### src/rtl/mem_port_arbiter_pkg.sv
// Shared definitions for the memory port arbiter: FSM states, access-length
// codes and default bus widths.
package mem_port_arbiter_pkg;

  typedef enum logic [1:0] {
    ST_IDLE  = 2'd0,
    ST_ISSUE = 2'd1,
    ST_WAIT  = 2'd2,
    ST_RESP  = 2'd3
  } arb_state_e;

  typedef enum logic [1:0] {
    LEN_BYTE = 2'd0,
    LEN_HALF = 2'd1,
    LEN_WORD = 2'd2
  } len_e;

  localparam int unsigned ADDR_L_DEF = 32;
  localparam int unsigned DATA_L_DEF = 32;

endpackage

### src/rtl/mem_port_arbiter_rr_pick.sv
// Combinational rotating priority encoder: first requester at or after ptr
// (round-robin) or the lowest-index requester (fixed priority).
module mem_port_arbiter_rr_pick #(
  parameter int unsigned N_PORT = 4,
  parameter int unsigned IDX_W  = $clog2(N_PORT)
) (
  input  logic [N_PORT-1:0] req_i,
  input  logic [IDX_W-1:0]  ptr_i,
  input  logic              mode_i,
  output logic [IDX_W-1:0]  gnt_o,
  output logic              valid_o
);

  logic [IDX_W-1:0] base;
  logic [IDX_W-1:0] sel;
  logic             found;
  int unsigned      idx;

  always_comb begin
    gnt_o = '0;
    found = 1'b0;
    idx   = 0;
    sel   = '0;
    base  = mode_i ? ptr_i : '0;
    for (int unsigned off = 0; off < N_PORT; off++) begin
      idx = (32'(base) + off) % N_PORT;
      sel = IDX_W'(idx);
      if (!found && req_i[sel]) begin
        found = 1'b1;
        gnt_o = sel;
      end
    end
    valid_o = found;
  end

endmodule

### src/rtl/mem_port_arbiter.sv
// N-port arbiter merging per-port memory requests onto one external bus, with
// grant locking, registered read return and a watchdog timeout.
module mem_port_arbiter
  import mem_port_arbiter_pkg::*;
#(
  parameter int unsigned N_PORT  = 4,
  parameter int unsigned ADDR_L  = ADDR_L_DEF,
  parameter int unsigned DATA_L  = DATA_L_DEF,
  parameter int unsigned LEN_L   = 2,
  parameter bit          RR_MODE = 1'b1,
  parameter int unsigned TMO_L   = 8
) (
  input  logic                     clk,
  input  logic                     rst,
  input  logic [N_PORT-1:0]        p_req,
  input  logic [N_PORT-1:0]        p_we,
  input  logic [N_PORT*ADDR_L-1:0] p_addr,
  input  logic [N_PORT*DATA_L-1:0] p_wdata,
  input  logic [N_PORT*LEN_L-1:0]  p_len,
  output logic [N_PORT-1:0]        p_ack,
  output logic                     p_err,
  output logic [DATA_L-1:0]        p_rdata,
  output logic                     mem_req,
  output logic                     mem_we,
  output logic [ADDR_L-1:0]        mem_addr,
  output logic [DATA_L-1:0]        mem_wdata,
  output logic [LEN_L-1:0]         mem_len,
  input  logic                     mem_ack,
  input  logic [DATA_L-1:0]        mem_rdata,
  output logic                     busy
);

  localparam int unsigned IDX_W = $clog2(N_PORT);

  arb_state_e        state_q, state_d;
  logic [IDX_W-1:0]  gnt_q, gnt_d;
  logic [IDX_W-1:0]  ptr_q, ptr_d;
  logic [TMO_L-1:0]  cnt_q, cnt_d;
  logic              we_q, we_d;
  logic [ADDR_L-1:0] addr_q, addr_d;
  logic [DATA_L-1:0] wdata_q, wdata_d;
  logic [LEN_L-1:0]  len_q, len_d;
  logic              req_q, req_d;
  logic [N_PORT-1:0] ack_q, ack_d;
  logic              err_q, err_d;
  logic [DATA_L-1:0] rdata_q, rdata_d;

  logic [IDX_W-1:0]  pick_gnt;
  logic              pick_valid;

  logic [ADDR_L-1:0] addr_a  [N_PORT];
  logic [DATA_L-1:0] wdata_a [N_PORT];
  logic [LEN_L-1:0]  len_a   [N_PORT];

  for (genvar i = 0; i < N_PORT; i++) begin : g_unpack
    assign addr_a[i]  = p_addr[i*ADDR_L +: ADDR_L];
    assign wdata_a[i] = p_wdata[i*DATA_L +: DATA_L];
    assign len_a[i]   = p_len[i*LEN_L +: LEN_L];
  end

  mem_port_arbiter_rr_pick #(
    .N_PORT (N_PORT),
    .IDX_W  (IDX_W)
  ) u_rr_pick (
    .req_i   (p_req),
    .ptr_i   (ptr_q),
    .mode_i  (RR_MODE),
    .gnt_o   (pick_gnt),
    .valid_o (pick_valid)
  );

  always_comb begin
    state_d = state_q;
    gnt_d   = gnt_q;
    ptr_d   = ptr_q;
    cnt_d   = cnt_q;
    we_d    = we_q;
    addr_d  = addr_q;
    wdata_d = wdata_q;
    len_d   = len_q;
    req_d   = req_q;
    ack_d   = '0;
    err_d   = err_q;
    rdata_d = rdata_q;
    unique case (state_q)
      ST_IDLE: begin
        if (pick_valid) begin
          gnt_d   = pick_gnt;
          we_d    = p_we[pick_gnt];
          addr_d  = addr_a[pick_gnt];
          wdata_d = wdata_a[pick_gnt];
          len_d   = len_a[pick_gnt];
          req_d   = 1'b1;
          state_d = ST_ISSUE;
        end
      end
      ST_ISSUE: begin
        cnt_d   = '0;
        state_d = ST_WAIT;
      end
      ST_WAIT: begin
        // Ack is tested first so it wins over a simultaneous saturation.
        if (mem_ack) begin
          rdata_d      = mem_rdata;
          err_d        = 1'b0;
          req_d        = 1'b0;
          ack_d[gnt_q] = 1'b1;
          state_d      = ST_RESP;
        end else begin
          cnt_d = cnt_q + 1'b1;
          if (cnt_d == '1) begin
            rdata_d      = '0;
            err_d        = 1'b1;
            req_d        = 1'b0;
            ack_d[gnt_q] = 1'b1;
            state_d      = ST_RESP;
          end
        end
      end
      ST_RESP: begin
        if (RR_MODE) begin
          ptr_d = (gnt_q == IDX_W'(N_PORT - 1)) ? '0 : gnt_q + 1'b1;
        end
        state_d = ST_IDLE;
      end
      default: state_d = ST_IDLE;
    endcase
  end

  always_ff @(posedge clk or negedge rst) begin
    if (!rst) begin
      state_q <= ST_IDLE;
      gnt_q   <= '0;
      ptr_q   <= '0;
      cnt_q   <= '0;
      we_q    <= 1'b0;
      addr_q  <= '0;
      wdata_q <= '0;
      len_q   <= '0;
      req_q   <= 1'b0;
      ack_q   <= '0;
      err_q   <= 1'b0;
      rdata_q <= '0;
    end else begin
      state_q <= state_d;
      gnt_q   <= gnt_d;
      ptr_q   <= ptr_d;
      cnt_q   <= cnt_d;
      we_q    <= we_d;
      addr_q  <= addr_d;
      wdata_q <= wdata_d;
      len_q   <= len_d;
      req_q   <= req_d;
      ack_q   <= ack_d;
      err_q   <= err_d;
      rdata_q <= rdata_d;
    end
  end

  assign p_ack     = ack_q;
  assign p_err     = err_q;
  assign p_rdata   = rdata_q;
  assign mem_req   = req_q;
  assign mem_we    = we_q;
  assign mem_addr  = addr_q;
  assign mem_wdata = wdata_q;
  assign mem_len   = len_q;
  assign busy      = (state_q != ST_IDLE);

endmodule

### config.mk
export PLATFORM = sky130hd
export DESIGN_NAME = mem_port_arbiter
export DESIGN_NICKNAME = d
export VERILOG_FILES = /design/src/rtl/mem_port_arbiter_pkg.sv /design/src/rtl/mem_port_arbiter_rr_pick.sv /design/src/rtl/mem_port_arbiter.sv
export SDC_FILE = /design/constraint.sdc
export NUM_CORES = 1
export LEC_CHECK = 0
export CORE_AREA = 2 2 158 160
export CTS_BUF_LIST = sky130_fd_sc_hd__clkbuf_8 sky130_fd_sc_hd__clkbuf_16
export DETAILED_ROUTE_END_ITERATION = 7
export DIE_AREA = 0 0 160 162
export PLACE_DENSITY = 0.74
export SLEW_MARGIN = 0
export SYNTH_ARGS = -nofsm -noshare
export SYNTH_HDL_FRONTEND = slang
export SYNTH_HIERARCHICAL = 1
export SYNTH_SLANG_ARGS = --single-unit
### constraint.sdc
create_clock -name clk -period 5.4 [get_ports clk]
set_clock_uncertainty 0.1 [all_clocks]
set_input_delay 0.54 -clock clk [delete_from_list [all_inputs] [get_ports clk]]
set_output_delay 0.54 -clock clk [all_outputs]
set_load 0.01 [all_outputs]
==> impl_metrics.env, run 1 <==
export IMPL_cts_sinks=119
export IMPL_p_per_area_nw_per_um2=499.0
export IMPL_post_cts_buffers=0
export IMPL_maxSlewHeadroom_pct=18.92
export IMPL_dp_hpwl_microns=20210
export IMPL_ios=413
export IMPL_grt_pass1_vias=6759
export IMPL_postRouteAntennaNets=0
export IMPL_cts_max_path_buffers=2
export IMPL_fin_tns_setup_ns=0
export IMPL_synth_edf_count=0
export IMPL_outcome="complete, no violations"
export IMPL_timing_hold_ws_ns=0.01508
export IMPL_wl_per_cell_microns=20.79
export IMPL_drt_first_pass_iters=4
export IMPL_routed_wl_microns=26420
export IMPL_avgSynthCellArea_sq_um=13.25
export IMPL_cp_required_ns=5.59
export IMPL_mostFrequentLayoutCells="clkdlybuf4s50_1 (411), dfrtp_1 (119), mux2_2 (72), mux4_2 (67), nand2b_1 (37)"
export IMPL_die_w_microns=160
export IMPL_ys_types=51
export IMPL_synth_seq_area_share_pct=42.09
export IMPL_report_final_slew_viol_count=0
export IMPL_worstPathArrival_ns=3.59
export IMPL_cts_tree="built"
export IMPL_fmax_mhz=294.5
export IMPL_finalHoldViolations=0
export IMPL_reg2reg_slack_ns=2.05
export IMPL_area_growth_pct=71.09
export IMPL_ctsResizeCount=0
export IMPL_synth_nets=851
export IMPL_synthArstFlopShare_pct=100.0
export IMPL_synth_top_area_share_pct=42.09
export IMPL_track_usage_pct=20.21
export IMPL_antenna_found_initial=6
export IMPL_cp_start_kind="primary input"
export IMPL_grt_max_degree=70
export IMPL_fin_crit_sh_pct=62.88
export IMPL_vias=6328
export IMPL_min_path_type="in -> async"
export IMPL_cellLeakagePower_nw=4.677
export IMPL_drive_gt1_share_pct=21.68
export IMPL_grt_pass1_wl_microns=39610
export IMPL_synth_area_leaders="dfrtp_1 (42%), mux4_2 (21%), mux2_2 (11%), a22oi_1 (3.5%), nand2b_1 (3.3%)"
export IMPL_portBuffers=412
export IMPL_yosysWarnings=6
export IMPL_place_area_sq_um=11470
export IMPL_drtIter0Drc=417
export IMPL_gp_congestion=0.8474
export IMPL_critPathCaptureType="flop"
export IMPL_worst_pin_slew_ns=1.216
export IMPL_power_mw=6.040
export IMPL_overflow=0
export IMPL_syn_cell_area_sq_um=7076
export IMPL_fin_area_sq_um=12110
export IMPL_ys_seq_elements=119
export IMPL_cap_violations=0
export IMPL_netlist_top_cell_by_area="dfrtp_1"
export IMPL_syn_instance_count=534
export IMPL_setup_viol=0
export IMPL_cp_max_fo=33
export IMPL_postCtsHoldBufs=0
export IMPL_clock_latency_ns=0.41
export IMPL_mostFrequentLayoutCell="clkdlybuf4s50_1"
export IMPL_clk_pin_slew_ns=0.06
export IMPL_cts_root_buf="clkbuf_16"
export IMPL_viasPerCell=4.979
export IMPL_start_util_pct=29.35
export IMPL_core_sq_um=24110
export IMPL_finalNetCount=1245
export IMPL_worst_setup_path_type="in -> reg"
export IMPL_grt_setup_unrepaired="no"
export IMPL_synth_ff_type="dfrtp_1"
export IMPL_irDropWorstVdd_uv=235.2
export IMPL_core_rowCount=57
export IMPL_drc=0
export IMPL_htree_num_levels=4
export IMPL_fin_util_pct=50.22
export IMPL_fin_crit_ns=3.396
export IMPL_die_h_microns=162
export IMPL_cts_buffers=17
export IMPL_die_area_sq_um=25920
==> worst paths after layout <==
path / start / end / cells past startpoint
setup / recovery: p_req[2] / mem_wdata[21] / 8
hold / removal: rst / p_rdata[26] / 1
setup reg to reg: ptr_q[1] / mem_wdata[21] / 7
hold reg to reg: mem_wdata[2] / mem_wdata[2] / 1
max in group asynchronous: rst / mem_addr[7] / 2
min in group clk: mem_wdata[2] / mem_wdata[2] / 1
==> metal layers <==
| metal | vias up | wire, microns | global-route usage [%] |
|---|---|---|---|
| met2 | 283 | 13620 | 34.53 |
| met3 | 35 | 1964 | 6.001 |
| met4 | 0 | 607 | 8.190 |
| li1 | 2853 | - | - |
| met5 | - | 0 | 0 |
| met1 | 3157 | 10220 | 23.98 |
==> sequential cells by signal, summed over array words and instances (netlist names), 4 cells and up <==
register,flops
p_ack,4
mem_wdata,32
p_rdata,32
cnt_q,8
mem_addr,32
==> cell families after synthesis <==
family	count (synthesis)	share of synthesized area (%)
muxes	143	33.35
DFF	119	42.09
AOI/OAI and AO/OA	113	10.93
and+or+nand+nor	88	7.074
buffers and inverters	59	4.615
adders and majority gates	10	1.768
other	1	0.05300
xor gates and xnor gates	1	0.1238
==> worst max-delay path, stage by stage <==
cell and delay, ns:
clkdlybuf4s50_1 0.57, mux2_2 0.34, a31oi_1 0.17, o221ai_1 0.17, a21oi_4 0.61, buf_12 0.34
mux4_2 0.54, mux2_2 0.27
==> report_power, final <==
part / total (mW) / leakage, nW / switching, mW / internal, mW
clock network: 1.21 / 0.302 / 0.473 / 0.739
registers: 1.63 / 1.39 / 0.311 / 1.31
logic: 3.20 / 2.99 / 1.31 / 1.90
total: 6.04 / 4.68 / 2.09 / 3.95
==> Yosys cell counts, types with 2 or more instances <==
cell	number
o21ai_1	7
buf_12	2
buf_4	2
buf_1	4
nor3_1	4
ha_1	10
o21ai_0	25
nor2_1	12
o22ai_1	2
a21oi_1	11
nor3b_1	3
nand3b_1	2
nand2_1	13
o211a_1	4
o31ai_1	2
clkbuf_1	19
inv_1	12
mux2_2	72
buf_6	5
nand2b_1	37
mux4_2	67
mux2i_1	4
o21ai_2	15
nand4_1	3
o32ai_1	3
buf_2	12
a22oi_1	33
dfrtp_1	119
nand3_1	5
a31oi_1	4
==> metrics by stage <==
step,std cells,setup slack (ns)
after global routing,1271,1.797
after global placement,1233,1.588
final,1271,2.004
after floorplan,534,2.791
after detailed placement,1233,1.525
after CTS,1265,1.987
==> layout make-up <==
type | count | area, sq um
flip-flops and latches | 119 | 2978
well taps | 324 | 405.4
inverters | 13 | 48.80
fillers | 2232 | 12000
diodes | 6 | 15.01
clock buffers | 17 | 425.4
multi-input cells | 356 | 3811
clock inverters | 15 | 195.2
repair buffers | 421 | 4227
No activity file was read; power rests on OpenSTA's default activity.
==> run 2: changes to the inputs <==
--- a/config.mk
+++ b/config.mk
@@ -5,11 +5,11 @@
 export SDC_FILE = /design/constraint.sdc
 export NUM_CORES = 1
 export LEC_CHECK = 0
-export CORE_AREA = 2 2 158 160
+export CORE_AREA = 2 2 159 161
 export CTS_BUF_LIST = sky130_fd_sc_hd__clkbuf_8 sky130_fd_sc_hd__clkbuf_16
 export DETAILED_ROUTE_END_ITERATION = 7
-export DIE_AREA = 0 0 160 162
-export PLACE_DENSITY = 0.74
+export DIE_AREA = 0 0 161 163
+export PLACE_DENSITY = 0.76
 export SLEW_MARGIN = 0
 export SYNTH_ARGS = -nofsm -noshare
 export SYNTH_HDL_FRONTEND = slang
==> constraint.sdc (replaced) <==
create_clock -name clk -period 3.06 [get_ports clk]
set_clock_uncertainty 0.1 [all_clocks]
set_input_delay 0.306 -clock clk [delete_from_list [all_inputs] [get_ports clk]]
set_output_delay 0.306 -clock clk [all_outputs]
set_load 0.01 [all_outputs]
==> run 2 against run 1 <==
Effect of this change: sequential power up 73%; final cell count up 1.7%; setup slack worse by 1.7 ns; register-to-register slack worse by 1.8 ns; global-route usage up 1.3 points; sequential cell count unchanged; largest power group unchanged; clock power up 62%; critical path depth unchanged.
==> impl_metrics.env, run 2 (synthesis gave the netlist of run 1 again) <==
export IMPL_viasPerCell=4.961
export IMPL_finalHoldViolations=0
export IMPL_fmax_mhz=362.2
export IMPL_fin_area_sq_um=12310
export IMPL_mostFrequentLayoutCell="clkdlybuf4s50_1"
export IMPL_cp_cell_sequence="inv_1 -> nor4b_1 -> a21oi_1 -> o22ai_4 -> buf_12 -> buf_12 -> mux4_2 -> mux2_2"
export IMPL_postRouteAntennaNets=0
export IMPL_wl_per_cell_microns=22.15
export IMPL_outcome="complete, no violations"
export IMPL_grt_setup_unrepaired="no"
export IMPL_cellLeakagePower_nw=4.793
export IMPL_portBuffers=412
export IMPL_clock_latency_ns=0.41
export IMPL_cp_start_kind="flop"
export IMPL_cts_tree="built"
export IMPL_p_per_area_nw_per_um2=875.0
export IMPL_fin_tns_setup_ns=0
export IMPL_cap_violations=0
export IMPL_antenna_found_initial=6
export IMPL_grt_max_degree=120
export IMPL_setup_viol=0
export IMPL_grt_pass1_vias=6746
export IMPL_ios=413
export IMPL_dp_hpwl_microns=22520
export IMPL_critPathCaptureType="flop"
export IMPL_cp_required_ns=3.25
export IMPL_grt_pass1_wl_microns=41520
export IMPL_core_rowCount=58
export IMPL_start_util_pct=28.68
export IMPL_worst_pin_slew_ns=0.6826
export IMPL_report_final_slew_viol_count=0
export IMPL_min_path_type="reg -> reg"
export IMPL_slowest_delay_ns=0.52
export IMPL_htree_num_levels=4
export IMPL_drt_first_pass_iters=4
export IMPL_die_area_sq_um=26240
export IMPL_die_h_microns=163
export IMPL_routed_wl_microns=28640
export IMPL_area_growth_pct=73.95
export IMPL_cts_sinks=119
export IMPL_power_mw=10.77
export IMPL_drc=0
export IMPL_clk_pin_slew_ns=0.06
export IMPL_die_w_microns=161
export IMPL_fin_crit_ns=2.761
export IMPL_worstPathArrival_ns=2.95
export IMPL_overflow=0
export IMPL_fin_crit_sh_pct=90.23
export IMPL_crit_path_frequent_cell="buf_12"
export IMPL_place_area_sq_um=11730
export IMPL_cpMaxStageDelayCell="dfrtp_1"
export IMPL_gp_congestion=0.8599
export IMPL_worst_setup_path_type="reg -> reg"
export IMPL_track_usage_pct=21.48
export IMPL_cp_max_fo=27
export IMPL_finalNetCount=1264
export IMPL_mostFrequentLayoutCells="clkdlybuf4s50_1 (411), dfrtp_1 (119), mux2_2 (72), mux4_2 (67), nand2b_1 (37)"
export IMPL_maxSlewHeadroom_pct=54.49
export IMPL_cts_buffers=17
export IMPL_cts_max_path_buffers=2
export IMPL_irDropWorstVdd_uv=465.7
export IMPL_cts_root_buf="clkbuf_16"
export IMPL_drtIter0Drc=429
export IMPL_core_sq_um=24670
export IMPL_vias=6414
export IMPL_drive_gt1_share_pct=22.73
[run 2: final timing paths]
kind	startpoint	to	slack, ns	depth (start not counted)
max reg2reg	ptr_q[0]	mem_wdata[7]	0.30	8
min	mem_addr[9]	mem_addr[9]	0.40	1
min in group asynchronous	rst	mem_wdata[17]	0.45	3
max in group asynchronous	rst	mem_we	1.89	3
max	ptr_q[0]	mem_wdata[7]	0.30	8
min reg2reg	mem_addr[9]	mem_addr[9]	0.40	1
[run 2: per-layer routing]
| layer | GRT usage, % | share of wire, % | up-vias |
|---|---|---|---|
| li1 | - | - | 2894 |
| met1 | 25.58 | 39 | 3203 |
| met2 | 37.20 | 52 | 286 |
| met3 | 6.392 | 7.2 | 29 |
| met4 | 7.183 | 1.8 | 2 |
| met5 | 0 | 0.045 | - |
[run 2: where the power goes]
group,total (mW),internal [mW],switching [mW],leakage (nW)
Clock,1.96,1.19,0.774,0.287
Sequential,2.82,2.32,0.502,1.39
Combinational,5.98,3.56,2.42,3.12
Total,10.8,7.07,3.70,4.79
[run 2: repair_timing]
item | in CTS | in global routing
buffers inserted | 0 | 0
hold buffers | 1 | 0
resized for setup | 0 | 0
hold endpoints to repair | 119 | 0
[run 2: metrics by stage]
step / instances / util [%] / worst slack (ns) / hold slack [ns]
3_5_place_dp: 1257 / 47.52 / 0.04456 / 0.3745
5_1_grt: 1293 / 49.88 / 0.1579 / 0.4002
6_report: 1293 / 49.88 / 0.2990 / 0.4049
3_3_place_gp: 1257 / 47.52 / 0.1284 / 0.3767
2_1_floorplan: 534 / - / 0.5109 / -0.08959
4_1_cts: 1289 / 49.84 / 0.3299 / 0.3800
[run 2: worst max-delay path, delay by kind of cell, from the launching register on]
family,cells,cell delay (ns)
and+or+nand+nor,1,0.44
muxes,2,0.58
buffers and inverters,3,0.61
DFF,1,0.52
AOI/OAI and AO/OA,2,0.35
[run 2: area by class of cell]
type / instances / area, sq um
tap: 330 / 412.9
sequential: 119 / 2978
timing repair buffer: 440 / 4484
fill: 2191 / 12370
clock inverter: 14 / 137.6
antenna: 4 / 10.01
inverter: 13 / 48.80
multi-input combinational: 356 / 3811
clock buffer: 17 / 425.4
==> run 3: changes to the inputs <==
--- a/config.mk
+++ b/config.mk
@@ -6,7 +6,7 @@
 export NUM_CORES = 1
 export LEC_CHECK = 0
 export CORE_AREA = 2 2 159 161
-export CTS_BUF_LIST = sky130_fd_sc_hd__clkbuf_8 sky130_fd_sc_hd__clkbuf_16
+export CTS_BUF_LIST = sky130_fd_sc_hd__clkbuf_4 sky130_fd_sc_hd__clkbuf_8 sky130_fd_sc_hd__clkbuf_16
 export DETAILED_ROUTE_END_ITERATION = 7
 export DIE_AREA = 0 0 161 163
 export PLACE_DENSITY = 0.76
==> run 3 against run 2 <==
Effect of this change: sequential power about the same; via count up 0.23%; routed wire length down 0.14%; clock power up 3%; first-iteration DRC count down 4.4%; die area unchanged; final cell count unchanged; critical endpoint unchanged; largest cell class unchanged; largest power group unchanged; highest routed layer unchanged.
==> impl_metrics.env, run 3 (synthesis gave the netlist of run 1 again) <==
export IMPL_setup_ws_ns=0.3063
export IMPL_reg2reg_slack_ns=0.31
export IMPL_place_area_sq_um=11730
export IMPL_grt_setup_unrepaired="no"
export IMPL_routed_wl_microns=28600
export IMPL_worst_pin_slew_ns=0.6745
export IMPL_die_w_microns=161
export IMPL_crit_cells=8
export IMPL_cp_top_family="buffers and inverters"
export IMPL_cap_violations=0
export IMPL_cts_root_buf="clkbuf_16"
export IMPL_drive_gt1_share_pct=23.04
export IMPL_portBuffers=412
export IMPL_antenna_found_initial=6
export IMPL_fin_crit_ns=2.754
export IMPL_clock_latency_ns=0.41
export IMPL_min_path_type="reg -> reg"
export IMPL_clk_pin_slew_ns=0.06
export IMPL_drtIter0Drc=410
export IMPL_timing_hold_ws_ns=0.4053
export IMPL_die_h_microns=163
export IMPL_critPathBufInv=3
export IMPL_gp_congestion=0.8599
export IMPL_slowest_delay_ns=0.52
export IMPL_p_per_area_nw_per_um2=877.0
export IMPL_crit_path_frequent_cell="buf_12"
export IMPL_fin_util_pct=49.93
export IMPL_irDropWorstVdd_uv=465.8
export IMPL_cp_start_kind="flop"
export IMPL_cts_max_path_buffers=2
export IMPL_grt_pass1_vias=6731
export IMPL_core_rowCount=58
export IMPL_outcome="complete, no violations"
export IMPL_pre_cts_slack_ns=0.04456
export IMPL_track_usage_pct=21.45
export IMPL_finalNetCount=1264
export IMPL_worstPathArrival_ns=2.94
export IMPL_area_growth_pct=74.11
export IMPL_drt_first_pass_iters=4
export IMPL_mostFrequentLayoutCells="clkdlybuf4s50_1 (411), dfrtp_1 (119), mux2_2 (72), mux4_2 (67), nand2b_1 (37)"
export IMPL_grt_max_degree=120
export IMPL_dp_hpwl_microns=22520
export IMPL_fmax_mhz=363.1
export IMPL_ios=413
export IMPL_grt_pass1_wl_microns=41460
export IMPL_overflow=0
export IMPL_cp_cell_sequence="inv_1 -> nor4b_1 -> a21oi_1 -> o22ai_4 -> buf_12 -> buf_12 -> mux4_2 -> mux2_2"
export IMPL_ff2ff_path_depth=8
export IMPL_critPathCaptureType="flop"
export IMPL_mostFrequentLayoutCell="clkdlybuf4s50_1"
export IMPL_cts_buffers=17
export IMPL_htree_num_levels=4
export IMPL_setup_viol=0
export IMPL_die_area_sq_um=26240
export IMPL_maxSlewHeadroom_pct=55.03
export IMPL_cp_max_fo=27
export IMPL_power_mw=10.80
export IMPL_drc=0
export IMPL_post_cts_buffers=0
export IMPL_cts_sinks=119
export IMPL_fin_area_sq_um=12320
export IMPL_postRouteAntennaNets=0
export IMPL_cp_required_ns=3.25
export IMPL_cellLeakagePower_nw=4.791
export IMPL_hold_path_cell_count=1
export IMPL_finalHoldViolations=0
export IMPL_fin_cells=1293
export IMPL_worst_setup_path_type="reg -> reg"
export IMPL_start_util_pct=28.68
export IMPL_viasPerCell=4.972
export IMPL_cpMaxStageDelayCell="dfrtp_1"
export IMPL_core_sq_um=24670
export IMPL_vias=6429
export IMPL_dpl_cell_count=1257
export IMPL_report_final_slew_viol_count=0
export IMPL_fin_crit_sh_pct=89.99
export IMPL_fin_tns_setup_ns=0
export IMPL_cts_tree="built"
export IMPL_ctsResizeCount=0
export IMPL_wl_per_cell_microns=22.12
-- run 3: where the power goes --
part | switching [mW] | total (mW) | internal (mW)
logic | 2.42 | 5.98 | 3.56
clock network | 0.779 | 2.01 | 1.23
registers | 0.500 | 2.82 | 2.32
-- run 3: timing repair --
action                                  CTS  global route
endpoints found under the setup margin    0             0
hold endpoints to repair                119             0
hold buffers                              1             0
-- run 3: final cells by class --
type	instances	area [sq um]
sequential	119	2978
multi-input combinational	356	3811
antenna	4	10.01
timing repair buffer	440	4484
tap	330	412.9
clock inverter	11	126.4
clock buffer	20	447.9
inverter	13	48.80
fill	2188	12350
-- run 3: path summary, 6_finish.rpt --
| kind | startpoint | end |
|---|---|---|
| max reg2reg | ptr_q[0] | mem_wdata[7] |
| max in group asynchronous | rst | mem_addr[18] |
| min reg2reg | mem_wdata[10] | mem_wdata[10] |
| min in group asynchronous | rst | mem_wdata[17] |
| max | ptr_q[0] | mem_wdata[7] |
| min | mem_wdata[10] | mem_wdata[10] |
-- run 3: routing by layer --
metal | wire (microns) | global-route usage, % | vias up
li1 | - | - | 2889
met1 | 10900 | 25.71 | 3201
met2 | 14810 | 36.71 | 305
met3 | 2258 | 6.494 | 32
met4 | 614 | 7.508 | 2
met5 | 13 | 0 | -
